### src/rtl/io_in_router_if.sv
// io_in_router_if: host pad word and project-side delivery bus of io_in_router.
// master = host/test side, slave = router.
// parity_err_cnt is present only when IO_ROUTER_PARITY_EN is defined.
interface io_in_router_if #(
  parameter int DWIDTH = 8,
  parameter int NPROJ  = 16,
  parameter int SELW   = 4
);
  logic [15:0]       io_in;
  logic [DWIDTH-1:0] proj_data;
  logic [NPROJ-1:0]  proj_valid;
  logic [SELW-1:0]   proj_sel;
  logic              ack_toggle;
  logic              frame_busy;
  logic              frame_err;
  logic [7:0]        words_left;
`ifdef IO_ROUTER_PARITY_EN
  logic [7:0]        parity_err_cnt;
`endif

  modport master (
    output io_in,
    input  proj_data, proj_valid, proj_sel, ack_toggle,
           frame_busy, frame_err, words_left
`ifdef IO_ROUTER_PARITY_EN
    , input parity_err_cnt
`endif
  );

  modport slave (
    input  io_in,
    output proj_data, proj_valid, proj_sel, ack_toggle,
           frame_busy, frame_err, words_left
`ifdef IO_ROUTER_PARITY_EN
    , output parity_err_cnt
`endif
  );
endinterface

### src/rtl/io_in_router.sv
// io_in_router: receives toggle-handshaked framed words on the 16 io_in pads,
// selects the active project (feeds the output mux select) and delivers
// payload words to it with a one-hot single-cycle valid strobe.
// Optional build macro: IO_ROUTER_PARITY_EN (io_in[13] becomes an even-parity
// bit over {io_in[14], io_in[12:0]}; adds the parity_err_cnt output).
module io_in_router #(
  parameter int DWIDTH = 8,
  parameter int NPROJ  = 16,
  parameter int SELW   = 4
) (
  input  logic          wb_clk_i,
  input  logic          wb_rst_i,
  io_in_router_if.slave bus
);
  typedef enum logic {ST_IDLE = 1'b0, ST_PAYLOAD = 1'b1} state_t;

  state_t            state_reg, state_next;
  logic [15:0]       sync1_reg, sync2_reg;
  logic              last_stb_reg;
  logic [1:0]        prime_reg;
  logic              armed_reg;
  logic              ack_reg, ack_next;
  logic [SELW-1:0]   sel_reg, sel_next;
  logic [DWIDTH-1:0] data_reg, data_next;
  logic [NPROJ-1:0]  valid_reg, valid_next;
  logic              err_reg, err_next;
  logic [7:0]        left_reg, left_next;

  logic              detect;
  logic              is_hdr;
  logic [13:0]       body;
  logic [4:0]        hdr_id;
  logic [7:0]        hdr_len;
  logic              parity_ok;
  logic              unused_body;

  assign detect  = armed_reg && (sync2_reg[15] != last_stb_reg);
  assign is_hdr  = sync2_reg[14];
  assign body    = sync2_reg[13:0];
  assign hdr_id  = {1'b0, body[11:8]};
  assign hdr_len = body[7:0];
  assign unused_body = ^body[13:12];

`ifdef IO_ROUTER_PARITY_EN
  logic [7:0] perr_reg, perr_next;
  // Even parity: XOR over bits 14..0 (including the parity bit) must be 0.
  assign parity_ok = ~^sync2_reg[14:0];
  assign bus.parity_err_cnt = perr_reg;
`else
  assign parity_ok = 1'b1;
`endif

  // Pad synchronizer and arming. Arming waits until sync2 holds real pad
  // data, so an STB already high at reset release is not seen as a toggle.
  always_ff @(posedge wb_clk_i or posedge wb_rst_i) begin
    if (wb_rst_i) begin
      sync1_reg    <= '0;
      sync2_reg    <= '0;
      last_stb_reg <= 1'b0;
      prime_reg    <= '0;
      armed_reg    <= 1'b0;
    end else begin
      sync1_reg    <= bus.io_in;
      sync2_reg    <= sync1_reg;
      last_stb_reg <= sync2_reg[15];
      if (prime_reg != 2'd2) prime_reg <= prime_reg + 2'd1;
      armed_reg    <= (prime_reg == 2'd2);
    end
  end

  // Frame state and output registers.
  always_ff @(posedge wb_clk_i or posedge wb_rst_i) begin
    if (wb_rst_i) begin
      state_reg <= ST_IDLE;
      ack_reg   <= 1'b0;
      sel_reg   <= '0;
      data_reg  <= '0;
      valid_reg <= '0;
      err_reg   <= 1'b0;
      left_reg  <= '0;
`ifdef IO_ROUTER_PARITY_EN
      perr_reg  <= '0;
`endif
    end else begin
      state_reg <= state_next;
      ack_reg   <= ack_next;
      sel_reg   <= sel_next;
      data_reg  <= data_next;
      valid_reg <= valid_next;
      err_reg   <= err_next;
      left_reg  <= left_next;
`ifdef IO_ROUTER_PARITY_EN
      perr_reg  <= perr_next;
`endif
    end
  end

  // Word decode: every detected word is acknowledged, then acted on by type.
  always_comb begin
    state_next = state_reg;
    ack_next   = ack_reg;
    sel_next   = sel_reg;
    data_next  = data_reg;
    valid_next = '0;
    err_next   = err_reg;
    left_next  = left_reg;
`ifdef IO_ROUTER_PARITY_EN
    perr_next  = perr_reg;
`endif
    if (detect) begin
      ack_next = ~ack_reg;
      if (!parity_ok) begin
        err_next = 1'b1;
`ifdef IO_ROUTER_PARITY_EN
        if (perr_reg != 8'hFF) perr_next = perr_reg + 8'd1;
`endif
      end else if (is_hdr) begin
        if (hdr_id >= 5'(NPROJ)) begin
          // Bad project id: drop any open frame, keep current selection.
          err_next   = 1'b1;
          state_next = ST_IDLE;
          left_next  = '0;
        end else begin
          // A header arriving mid-frame aborts it and leaves the error set.
          err_next   = (state_reg == ST_PAYLOAD);
          sel_next   = hdr_id[SELW-1:0];
          left_next  = hdr_len;
          state_next = (hdr_len != 8'd0) ? ST_PAYLOAD : ST_IDLE;
        end
      end else if (state_reg == ST_IDLE) begin
        err_next = 1'b1;
      end else begin
        data_next  = body[DWIDTH-1:0];
        valid_next = NPROJ'(1) << sel_reg;
        left_next  = left_reg - 8'd1;
        if (left_reg == 8'd1) state_next = ST_IDLE;
      end
    end
  end

  assign bus.proj_data  = data_reg;
  assign bus.proj_valid = valid_reg;
  assign bus.proj_sel   = sel_reg;
  assign bus.ack_toggle = ack_reg;
  assign bus.frame_busy = (state_reg == ST_PAYLOAD);
  assign bus.frame_err  = err_reg;
  assign bus.words_left = left_reg;
endmodule

### src/flat_wrapper.sv
// flat-port wrapper written by rule: the top's interface ports become plain ports
module io_in_router_flat 
#(
  parameter int DWIDTH = 8,
  parameter int NPROJ  = 16,
  parameter int SELW   = 4
)
  (wb_clk_i, wb_rst_i, bus_io_in, bus_proj_data, bus_proj_valid, bus_proj_sel, bus_ack_toggle, bus_frame_busy, bus_frame_err, bus_words_left);
  io_in_router_if #(.DWIDTH(DWIDTH), .NPROJ(NPROJ), .SELW(SELW)) bus_i ();
  input  logic wb_clk_i;
  input  logic wb_rst_i;
  input wire logic [$bits(bus_i.io_in)-1:0] bus_io_in;
  output wire logic [$bits(bus_i.proj_data)-1:0] bus_proj_data;
  output wire logic [$bits(bus_i.proj_valid)-1:0] bus_proj_valid;
  output wire logic [$bits(bus_i.proj_sel)-1:0] bus_proj_sel;
  output wire logic [$bits(bus_i.ack_toggle)-1:0] bus_ack_toggle;
  output wire logic [$bits(bus_i.frame_busy)-1:0] bus_frame_busy;
  output wire logic [$bits(bus_i.frame_err)-1:0] bus_frame_err;
  output wire logic [$bits(bus_i.words_left)-1:0] bus_words_left;
  assign bus_i.io_in = bus_io_in;
  assign bus_proj_data = bus_i.proj_data;
  assign bus_proj_valid = bus_i.proj_valid;
  assign bus_proj_sel = bus_i.proj_sel;
  assign bus_ack_toggle = bus_i.ack_toggle;
  assign bus_frame_busy = bus_i.frame_busy;
  assign bus_frame_err = bus_i.frame_err;
  assign bus_words_left = bus_i.words_left;
  io_in_router #(.DWIDTH(DWIDTH), .NPROJ(NPROJ), .SELW(SELW)) u_core (.wb_clk_i(wb_clk_i), .wb_rst_i(wb_rst_i), .bus(bus_i));
endmodule
### config.mk
export PLATFORM = sky130hd
export DESIGN_NAME = io_in_router_flat
export DESIGN_NICKNAME = d
export VERILOG_FILES = /design/src/rtl/io_in_router_if.sv /design/src/rtl/io_in_router.sv /design/src/flat_wrapper.sv
export SDC_FILE = /design/constraint.sdc
export NUM_CORES = 1
export LEC_CHECK = 0
export ABC_AREA = 1
export ABC_CLOCK_PERIOD_IN_PS = 4900
export CAP_MARGIN = 40
export CORE_ASPECT_RATIO = 0.7
export CORE_MARGIN = 1
export CORE_UTILIZATION = 40
export DETAILED_ROUTE_END_ITERATION = 8
export MAX_ROUTING_LAYER = met4
export PLACE_DENSITY = 0.65
export SKIP_CTS_REPAIR_TIMING = 1
export SYNTH_ARGS = -nofsm -noshare
export SYNTH_HDL_FRONTEND = slang
export SYNTH_SLANG_ARGS = --single-unit
### constraint.sdc
create_clock -name wb_clk_i -period 4.9 [get_ports wb_clk_i]
set_clock_uncertainty 0.2 [all_clocks]
set_input_delay 0.49 -clock wb_clk_i [delete_from_list [all_inputs] [get_ports wb_clk_i]]
set_output_delay 0.49 -clock wb_clk_i [all_outputs]
set_load 0.02 [all_outputs]
# Word level (Yosys, flattened, before mapping)

Index checks and enable logic that the tools add are counted.

Register bits: 75
Input bits: 18
Output and inout port bits: 39
Logic and storage cells: 45

Add/subtract/negate cells: 2
Order comparisons: 1
Equality and inequality tests: 5
Shift-type cells: 1
Multiplexer cells: 14
Bitwise operators: 3
Reduce and logical (&&, ||, !) cells: 7

Operator list:

| operator                                                                             | number |
|---|---|
| 16-bit two-way mux                                                                   | 3 |
| 8-bit two-way mux                                                                    | 3 |
| 1-bit by 4-bit left shift with 16-bit output (first input constant)                  | 1 |
| 8-bit by 1-bit equality test with 1-bit output (second input constant)               | 1 |
| 1-bit two-way mux                                                                    | 8 |
| 8-bit nonzero test                                                                   | 1 |
| 8-bit by 1-bit subtractor with 8-bit output (second input constant)                  | 1 |
| 3-bit AND reduction                                                                  | 2 |
| 4-bit by 5-bit greater-or-equal comparator with 1-bit output (second input constant) | 1 |
| 2-bit != test (second input constant)                                                | 2 |
| 2-bit AND reduction                                                                  | 2 |
| 1-bit inverter                                                                       | 3 |
| 2-bit by 1-bit adder with 2-bit output (second input constant)                       | 1 |
| 2-bit equality test (second input constant)                                          | 1 |
| 2-bit nonzero test                                                                   | 1 |
| 1-bit logical AND                                                                    | 1 |
| 1-bit != test                                                                        | 1 |

# Depth between registers and ports, before layout

Depth after elaboration: 4
Gate-level depth with buffers: 9
Mapped depth without buffers: 9

# Least setup slack after synthesis

No wires, ideal clock.

Path type: reg-to-reg
Start point: register u_core.left_reg[0] (netlist: u_core.bus.words_left[0])
End point: register u_core.left_reg[4] (netlist: u_core.bus.words_left[4])
Setup time: 83 ps
Data arrival time: 1225 ps
Required time: 4617 ps
Setup slack: 3393 ps
Cell stages (with the launch flop): 9
Path buffers: 0
Period minus slack after synthesis: 1507 ps
Path through: dfrtp_1 > inv_1 > ha_1 > inv_1 > nor2_1 > nand2_1 > nor2_1 > a21oi_1 > o21ai_0

Cells in the longest elaborated chain, start to end: 3

Ends and longest elaborated chain:

| item                                        | RTL line            | source |
|---|---|---|
| start, declared                             | io_in_router.sv:27  | `logic [7:0] left_reg, left_next;` |
| start signal, assigned                      | io_in_router.sv:91  | `left_reg <= left_next;` |
| 8-bit by 1-bit subtractor with 8-bit output | io_in_router.sv:135 | `left_next = left_reg - 8'd1;` |
| 8-bit two-way mux                           | io_in_router.sv:130 | `end else if (state_reg == ST_IDLE) begin` |
| 8-bit two-way mux                           | io_in_router.sv:117 | `end else if (is_hdr) begin` |

Every way passes these cells. The select of a mux whose other input is x is not followed.
A chain may end at the register's enable or synchronous reset.

# Final worst setup path

Start point: register u_core.left_reg[6] (netlist: u_core.bus.words_left[6])
End point: output bus_words_left[6]

RTL lines:

| item          | RTL line           | source |
|---|---|---|
| end, declared | flat_wrapper.sv:19 | `output wire logic [$bits(bus_i.words_left)-1:0] bus_words_left;` |

No word-level cell between the ends.

==> flow_metrics.tcl <==
set metrics [dict create \
    start_kind "register" \
    total_power_w 0.00152 \
    critPathBufInv 1 \
    setup_violations 0 \
    clk_latency_ns 0.35 \
    port_buffers 54 \
    cp_slowest_cell "clkdlybuf4s50_1" \
    fmax_mhz 470 \
    drt-wirelength-per-cell_um 12.7 \
    cp-end-kind "output pin" \
    die_h_um 69.8 \
    worstPathCellList "clkdlybuf4s50_1" \
    first_global_vias 1640 \
    antenna_cells 0 \
    pwr-share-comb 0.225 \
    synth.avg_cell_area_sq_um 10.7 \
    drc 0 \
    arrival_ns 1.44 \
    path_max_fanout 6 \
    total_leakage_power_nw 1.62 \
    power_density_nw_per_um2 440 \
    grt_pass1_wl_um 8180 \
    syn_inst 246 \
    n_fill_cell 535 \
    num_vias 1804 \
    wl_um 4970 \
    core-area_sq_um 6280 \
    critPathMaxStageDelay_ns 0.66 \
    syn-num-nets 267 \
    die_x_um 98.9 \
    holdPathStages 0 \
    syn_area_sq_um 2630 \
    seqPwrFrac 0.463 \
    cts_buffers 9 \
    ys_seq_area_frac 0.676 \
    drive_above_1_share 0.111 \
    grtUsageTotal 0.168 \
    clockRootBuffer "clkbuf_8" \
    reg2reg_from "u_core.sync2_reg[14]$_DFF_PP0_" \
    globalplace.congestion 0.859 \
    ys_ff_latch 71 \
    ant_nets 0 \
    hp-class "register to register" \
    placementRows 24 \
    outcome "complete, no violations" \
    nets 330 \
    drtPass1Iterations 4 \
    intPower_w 0.00106 \
    pwr-share-clk 0.312 \
    grt_antenna_before_repair 0 \
    drt_iter0_drc 114 \
    hpwl_um 3530 \
    period_needed_ns 2.13 \
    die_area_sq_um 6910 \
    drv_cap 0 \
    largest_reg_flops 16 \
    ff_latch_area_sq_um 1780 \
    r2r-end "u_core.bus.words_left[3]$_DFFE_PP0P_" \
    fin_setup_tns_ns 0 \
    cpLargestDelayFamily "buffers and inverters" \
    reg2reg_depth 5 \
    boundaryPins 57 \
    slew_viol_final 0 \
    min_period_over_period 0.435 \
    grt-ovfl-total 0 \
    ir_drop_mv 0.243 \
    grt_max_degree 43 \
    cts_tree "built" \
    cts_sinks 71 \
    rsz0062_at_grt "false" \
    viasPerCell 4.60 \
    crit_type "register to output pin" \
    tightest_slew_ns 0.581 \
    swShare 0.303 \
    ff2ff_setup_slack_ns 3.07 \
    power.switching_w 0.000461 \
    synth_warnings 0 \
    synthToLayoutAreaGrowth_pct 31.4 \
    crit_required_ns 4.21 \
    clockBufferDepth 2 \
    multi_input_area_sq_um 709 \
    relSlewSlack 0.612 \
    synth_cell_types 20 \
    hold_end "u_core.sync2_reg[3]$_DFF_PP0_" \
    clk_pin_slew_ns 0.08 \
    start_util 0.419 \
    hold_start "u_core.sync1_reg[3]$_DFF_PP0_" \
    finalHoldViolations 0 \
    htree_num_levels 3 \
]
-- cells in the mapped netlist --
library cell / count / area (sq um)
nor3_1: 1 / 5.00
nor2_4: 3 / 33.8
o21ai_0: 16 / 80.1
inv_2: 4 / 15.0
nand3_1: 13 / 65.1
nand4_1: 2 / 12.5
nand3_4: 1 / 17.5
nor2_1: 37 / 139
nand4_4: 1 / 21.3
o211ai_1: 2 / 15.0
buf_6: 2 / 22.5
o21ai_2: 6 / 52.6
dfrtp_1: 71 / 1780
a21oi_1: 4 / 20.0
nand2_1: 48 / 180
ha_1: 3 / 37.5
nand2_2: 2 / 12.5
xnor2_1: 2 / 17.5
inv_1: 27 / 101
buf_2: 1 / 5.00
-- layout make-up --
type | count | share of cell area
clock buffers | 11 | 0.0438
inverters | 31 | 0.0337
clock inverters | 5 | 0.0163
well taps | 78 | 0.0282
repair buffers | 55 | 0.159
flip-flops and latches | 71 | 0.514
multi-input cells | 141 | 0.205
-- layout by cell type (no fill, tap or decap), drive strengths merged --
cell,instances
a21oi,4
nor2,40
buf,1
clkbuf,11
inv,31
clkinv,3
o21ai,22
clkdlybuf4s50,54
nand4,3
nand2,50
nor3,1
clkinvlp,1
dfrtp,71
bufinv,1
nand3,14
o211ai,2
xnor2,2
ha,3
-- metrics by stage --
stage | area, sq um | util | hold slack (ns) | worst slack, ns | instances
finish | 3460 | 0.551 | 0.138 | 2.77 | 392
global route | 3460 | 0.551 | 0.153 | 2.72 | 392
CTS | 3460 | 0.551 | 0.140 | 2.76 | 392
detailed placement | 3250 | 0.518 | 0.135 | 2.78 | 376
global placement | 3250 | 0.518 | 0.134 | 2.80 | 376
floorplan | 2630 | - | 0.131 | 2.41 | 246
-- worst max path at each step --
stage	depth (start not counted)	end	slack (ns)	from
after CTS	1	bus_words_left[6]	2.76	u_core.bus.words_left[6]$_DFFE_PP0P_
final	1	bus_words_left[6]	2.77	u_core.bus.words_left[6]$_DFFE_PP0P_
after global routing	1	bus_words_left[6]	2.72	u_core.bus.words_left[6]$_DFFE_PP0P_
after global placement	3	u_core.bus.words_left[5]$_DFFE_PP0P_	2.80	wb_rst_i
after detailed placement	3	u_core.bus.words_left[5]$_DFFE_PP0P_	2.78	wb_rst_i
after floorplan	1	u_core.armed_reg$_DFF_PP0_	2.41	wb_rst_i
-- power groups by stage --
| stage | Combinational, W | Clock (W) | Sequential (W) |
|---|---|---|---|
| detailed placement | 0.000343 | 0 | 0.000714 |
| floorplan | 0.000136 | 0 | 0.000765 |
| global placement | 0.000335 | 0 | 0.000713 |
| global route | 0.000373 | 0.000513 | 0.000712 |
| CTS | 0.000345 | 0.000486 | 0.000703 |
| finish | 0.000341 | 0.000475 | 0.000704 |
-- layer usage --
layer / GRT usage / share of wire / vias up
met5: - / 0 / -
met2: 0.212 / 0.42 / 48
met1: 0.242 / 0.50 / 842
met4: 0.0547 / 0.012 / 0
li1: - / - / 906
met3: 0.0706 / 0.063 / 8
-- kinds of logic after synthesis --
| family | count (synthesis) | share of synthesized area |
|---|---|---|
| AO/OA/AOI/OAI | 28 | 0.0637 |
| XOR/XNOR | 2 | 0.00666 |
| adder cells (fa/ha/maj) | 3 | 0.0143 |
| buffers and inverters | 34 | 0.0547 |
| flip-flops | 71 | 0.676 |
| AND/OR/NAND/NOR | 108 | 0.185 |
Note: power is estimated with default switching activity, not from simulation.
